<file path="src/rtl/ex_wb_lane_pipe.sv">
// Multi-lane post-EX pipeline (stage 1 = MEM ... last stage = WB) with load merge, full
// operand forwarding, branch kill and load-use detection. Define PIPE_PERF_CNT_EN for perf counters.
module ex_wb_lane_pipe #(
   parameter int  NUM_LANES  = 2,
   parameter int  NUM_STAGES = 2,
   parameter int  NUM_SRC    = 4,
   localparam int LANE_W     = (NUM_LANES > 1) ? $clog2(NUM_LANES) : 1
) (
   input  logic                    clk,
   input  logic                    rst,
   input  logic                    stall,
   input  logic                    flush,
   input  logic [NUM_LANES-1:0]    ex_valid,
   input  logic [NUM_LANES-1:0]    ex_rf_we,
   input  logic [5*NUM_LANES-1:0]  ex_rf_waddr,
   input  logic [32*NUM_LANES-1:0] ex_result,
   input  logic [NUM_LANES-1:0]    ex_is_load,
   input  logic                    ex_br_valid,
   input  logic [LANE_W-1:0]       ex_br_lane,
   input  logic [32*NUM_LANES-1:0] mem_rdata,
   input  logic [5*NUM_SRC-1:0]    src_raddr,
   input  logic [32*NUM_SRC-1:0]   src_rdata,
   output logic [32*NUM_SRC-1:0]   src_rdata_f,
   output logic [NUM_SRC-1:0]      load_use_hazard,
   output logic [NUM_LANES-1:0]    wb_rf_we,
   output logic [5*NUM_LANES-1:0]  wb_rf_waddr,
   output logic [32*NUM_LANES-1:0] wb_rf_wdata,
   output logic [31:0]             perf_stall_cnt,
   output logic [31:0]             perf_bubble_cnt
);
   localparam int LAST = NUM_STAGES - 1;

   // Stage index 0 is MEM, index LAST is WB.
   logic [NUM_LANES-1:0] st_valid [NUM_STAGES];
   logic [NUM_LANES-1:0] st_we    [NUM_STAGES];
   logic [4:0]           st_waddr [NUM_STAGES][NUM_LANES];
   logic [31:0]          st_data  [NUM_STAGES][NUM_LANES];
   logic [NUM_LANES-1:0] s1_is_load;

   logic [NUM_LANES-1:0] in_valid;
   logic [NUM_LANES-1:0] in_we;

   // NOTE: every always_comb output is given a default first so no path can infer a latch.
   always_comb begin
      in_valid = '0;
      in_we    = '0;
      for (int i = 0; i < NUM_LANES; i++) begin
         in_valid[i] = ex_valid[i] & ~flush & ~(ex_br_valid & (i > int'(ex_br_lane)));
         in_we[i]    = in_valid[i] & ex_rf_we[i] & (ex_rf_waddr[5*i +: 5] != 5'd0);
      end
   end

   // NOTE: the stage arrays are cleared on reset; a stale we/waddr would otherwise forward garbage.
   always_ff @(posedge clk) begin
      if (rst) begin
         s1_is_load <= '0;
         for (int s = 0; s < NUM_STAGES; s++) begin
            st_valid[s] <= '0;
            st_we[s]    <= '0;
            for (int l = 0; l < NUM_LANES; l++) begin
               st_waddr[s][l] <= '0;
               st_data[s][l]  <= '0;
            end
         end
      end else if (!stall) begin
         // NOTE: non-blocking updates let every stage read its predecessor's old value, so loop order is irrelevant.
         for (int l = 0; l < NUM_LANES; l++) begin
            st_valid[0][l] <= in_valid[l];
            st_we[0][l]    <= in_we[l];
            st_waddr[0][l] <= ex_rf_waddr[5*l +: 5];
            st_data[0][l]  <= ex_result[32*l +: 32];
            s1_is_load[l]  <= in_valid[l] & ex_is_load[l];
            st_valid[1][l] <= st_valid[0][l];
            st_we[1][l]    <= st_we[0][l];
            st_waddr[1][l] <= st_waddr[0][l];
            st_data[1][l]  <= s1_is_load[l] ? mem_rdata[32*l +: 32] : st_data[0][l];
         end
         for (int s = 2; s < NUM_STAGES; s++) begin
            st_valid[s] <= st_valid[s-1];
            st_we[s]    <= st_we[s-1];
            for (int l = 0; l < NUM_LANES; l++) begin
               st_waddr[s][l] <= st_waddr[s-1][l];
               st_data[s][l]  <= st_data[s-1][l];
            end
         end
      end
   end

   // Youngest stage first; within a stage the higher (younger) lane wins.
   always_comb begin : fwd_comb
      logic       found;
      logic [4:0] raddr;
      src_rdata_f     = src_rdata;
      load_use_hazard = '0;
      found           = 1'b0;
      raddr           = '0;
      for (int j = 0; j < NUM_SRC; j++) begin
         found = 1'b0;
         raddr = src_raddr[5*j +: 5];
         if (raddr != 5'd0) begin
            for (int s = 0; s < NUM_STAGES; s++) begin
               for (int l = NUM_LANES - 1; l >= 0; l--) begin
                  if (!found && st_valid[s][l] && st_we[s][l] && (st_waddr[s][l] == raddr)) begin
                     found                    = 1'b1;
                     src_rdata_f[32*j +: 32]  = st_data[s][l];
                     load_use_hazard[j]       = (s == 0) && s1_is_load[l];
                  end
               end
            end
         end
      end
   end

   always_comb begin
      wb_rf_we    = '0;
      wb_rf_waddr = '0;
      wb_rf_wdata = '0;
      for (int l = 0; l < NUM_LANES; l++) begin
         wb_rf_we[l]              = st_valid[LAST][l] & st_we[LAST][l];
         wb_rf_waddr[5*l +: 5]    = st_waddr[LAST][l];
         wb_rf_wdata[32*l +: 32]  = st_data[LAST][l];
      end
   end

`ifdef PIPE_PERF_CNT_EN
   logic [31:0] stall_cnt;
   logic [31:0] bubble_cnt;

   always_ff @(posedge clk) begin
      if (rst) begin
         stall_cnt  <= '0;
         bubble_cnt <= '0;
      end else if (stall) begin
         stall_cnt <= stall_cnt + 32'd1;
      end else if (|(ex_valid & ~in_valid)) begin
         bubble_cnt <= bubble_cnt + 32'd1;
      end
   end

   assign perf_stall_cnt  = stall_cnt;
   assign perf_bubble_cnt = bubble_cnt;
`else
   assign perf_stall_cnt  = '0;
   assign perf_bubble_cnt = '0;
`endif

endmodule

</file>
<file path="config.mk">
export PLATFORM = sky130hd
export DESIGN_NAME = ex_wb_lane_pipe
export DESIGN_NICKNAME = d
export VERILOG_FILES = /design/src/rtl/ex_wb_lane_pipe.sv
export SDC_FILE = /design/constraint.sdc
export NUM_CORES = 1
export LEC_CHECK = 0
export BUFFER_PORTS_ARGS = -buffer_cell sky130_fd_sc_hd__buf_2
export CORE_AREA = 2 2 221 223
export DETAILED_ROUTE_END_ITERATION = 6
export DIE_AREA = 0 0 223 225
export HOLD_SLACK_MARGIN = 0.05
export PLACE_DENSITY = 0.59
export SLEW_MARGIN = 0
export SYNTH_ARGS = -nofsm -noshare
export SYNTH_HDL_FRONTEND = slang
export SYNTH_SLANG_ARGS = --single-unit
</file>
<file path="constraint.sdc">
create_clock -name clk -period 3.9 [get_ports clk]
set_input_delay 0.585 -clock clk [delete_from_list [all_inputs] [get_ports clk]]
set_output_delay 0.585 -clock clk [all_outputs]
set_load 0.02 [all_outputs]
</file>
==> impl_metrics.csv <==
group,metric,value,unit
route,post_drt_wl_per_cell,29.8,microns
logic_synthesis,synthSimpleGateAreaFrac,19.5,%
logic_synthesis,yosysWarnings,0,
clock_tree,cts-buffers-inserted,17,
clock_tree,clockRootBuffer,"clkbuf_16",
worst_setup_path,critPathMaxFanout,18,
power_and_ir_drop,p_leak,7.58,nW
global_routing,grt_max_degree,157,
clock_tree,clkSinkCount,158,
logic_synthesis,synth.most_common_cell,"nor2_1",
global_routing,grt_pass1_vias,16475,
worst_setup_path,critPathKind,"flop to output pin",
power_and_ir_drop,power-per-cell-area,289,nW/um^2
clock_tree,clk_transition_reported_paths,70,ps
sta,setup_ws,68.5,ps
run,cap_violations,0,
sta,fin_skew,9.30,ps
worst_setup_path,end_kind,"output pin",
route,dr.pass1.iters,7,
sta,rsz0062_at_grt,"yes",
floorplanning,die_area,50200,sq um
logic_synthesis,synth_edf_count,156,
logic_synthesis,synth_common_cells,"nor2_1 (173), edfxtp_1 (156), a21oi_1 (139)",
clock_tree,cts_tree,"yes",
layout,post-route-util,37.8,%
logic_synthesis,synth.area.top_cells,"edfxtp_1 (33%), a21oi_1 (5.0%), mux2i_1 (4.6%), nor2_1 (4.6%), and2_1 (4.4%)",
global_routing,grt_pass1_wl,114000,microns
floorplanning,die_y,225,microns
floorplanning,initial_core_util,29.5,%
route,vias,16699,
sta,tns,0,ps
logic_synthesis,synth_area,14000,sq um
logic_synthesis,synth_top_family_by_area,"compound AO/OA/AOI/OAI gates",
global_routing,grt_antenna_before_repair,8,
logic_synthesis,synth_seq_cells,158,
sta,slew_headroom,26.8,%
placed_design,port_buffers,505,
placed_design,place.gp.congestion,0.936,
layout,multi_input_area,8190,sq um
floorplanning,die_w,223,microns
global_routing,grt-ovfl-total,0,
sta,hold_violations,0,
worst_setup_path,critPathMaxStageDelay,650,ps
layout,nNetsFinal,2412,
floorplanning,core-area,47500,sq um
logic_synthesis,synth-xor-area-share,4.99,%
worst_setup_path,path_buf_inv,2,
placed_design,dp_hpwl,58400,microns
sta,period_share,98.2,%
layout,drive_above_1_share,33.1,%
layout,ff_latch_area,4730,sq um
placed_design,dp.cells,2689,
clock_tree,clockBufferDepth,2,
worst_setup_path,critPathLaunch,"st_waddr[1][0]",
worst_setup_path,cpMaxStageDelayCell,"or4_2",
floorplanning,ios,570,
route,drt_iter0_drc,2065,
logic_synthesis,yosysTopAreaCellShare,33.4,%
layout,area_growth_syn_to_layout,27.9,%
layout,fillers,4961,
route,detail_route.vias_per_cell,6.08,
worst_setup_path,cp_top_family,"simple AND/OR/NAND/NOR gates",
global_routing,gr-usage-all-layers,31.7,%
logic_synthesis,synthCells,1673,
worst_setup_path,cp_data_arrival_time,3250,ps
floorplanning,fp-row-count,80,
route,wirelength,81700,microns
logic_synthesis,synth_fa_ha_area_share,0,%
logic_synthesis,yosysSeqAreaShare,33.7,%
sta,post-route-min-period,3830,ps
clock_tree,cts_hold_buf,0,
worst_setup_path,reg2reg_from,"s1_is_load[0]",
logic_synthesis,async_flop_share,0,%
clock_tree,clk_latency,500,ps
placed_design,dp_worst_setup_slack,201,ps
worst_setup_path,worstPathCellList,"xor2_1, nor4_2, nand3_1, or4_2, buf_4, o22ai_1, a21oi_1, buf_2",
sta,worstMarginPinSlew,1100,ps
clock_tree,htreeDepth,4,
route,final_antenna_net_count,0,
route,remaining_drc_errors,0,
sta,setup_viol,0,
sta,max_freq,261,MHz
layout,stdcell_count,2745,
logic_synthesis,synth_compound_area_share,26.4,%
outcome,status,"finished clean",
logic_synthesis,synth_top_cell_by_area,"edfxtp_1",
logic_synthesis,synthesis.area_per_instance,8.39,sq um
logic_synthesis,synth_cell_types,60,
power_and_ir_drop,design_power_total,5.19,mW
logic_synthesis,synthMuxAreaShare,4.64,%
sta,report.final.slew_viol_count,0,
min_path,worstHoldPathType,"primary input to flop",
worst_setup_path,start_kind,"flop",
power_and_ir_drop,ir_worst_vdd,0.269,mV
logic_synthesis,ys.flop_type,"edfxtp_1",
min_path,hold_start,"ex_is_load[0]",
worst_setup_path,required,3310,ps
## state kept, by name, indices dropped and copies added (netlist names)
register / cells
st_valid: 4
st_data: 128
st_waddr: 20
s1_is_load: 2
st_we: 4
## stage by stage
stage	cell area (sq um)	hold slack (ps)
after floorplan	14300	573
after global placement	17100	630
after detailed placement	17100	638
after CTS	17700	268
after global routing	17900	292
final	17900	297
## path summary, 6_finish.rpt
check | depth (start not counted) | slack, ps | end
hold / removal | 2 | 300 | s1_is_load[0]
setup reg to reg | 3 | 1770 | st_data[1][41]
hold reg to reg | 1 | 660 | st_valid[0][3]
setup / recovery | 8 | 70 | src_rdata_f[75]
## area by class of cell
class                      instances  share of cell area (%)
inverter                          54                    1.15
clock inverter                    13                   0.725
antenna                            3                  0.0418
timing repair buffer             609                    19.4
clock buffer                      19                    2.41
sequential                       158                    26.3
multi-input combinational       1274                    45.6
tap                              615                    4.29
## repair_timing
action | CTS | global route
setup endpoints to repair | 60 | 53
gates resized for setup | 9 | 8
pin swaps | 0 | 5
setup buffers | 1 | 20
## power breakdown
group	switching [mW]	internal (mW)	total (mW)
Sequential	0.274	2.01	2.29
Combinational	0.732	0.446	1.18
Clock	0.835	0.893	1.73
Total	1.84	3.35	5.19
## logic make-up after synthesis
family / after synthesis
buffers and inverters: 304
multiplexers: 65
other: 1
XOR/XNOR: 80
AND/OR/NAND/NOR: 544
AO/OA/AOI/OAI: 521
flip-flops: 158
## routing by layer
metal,vias up,share of wire [%],track usage [%],routed length (microns)
met1,8060,39,38.9,31400
met5,-,0.065,0,53
li1,6992,-,-,-
met4,8,5.3,17.2,4300
met3,259,10,7.16,8280
met2,1380,46,51.7,37600
## cell usage in the layout, fill, tap and decap left out, types with 39 or more instances in the layout
cell type and instances:
and2_1 94, xor2_1 45, edfxtp_1 156, nand3_1 60, buf_2 505, inv_1 53
buf_4 87, nor2_1 168, conb_1 64, mux2i_1 65, nand2_1 39, nor3_1 85
o21ai_0 81, a21oi_1 139
Power figures use the tool's default switching activity.
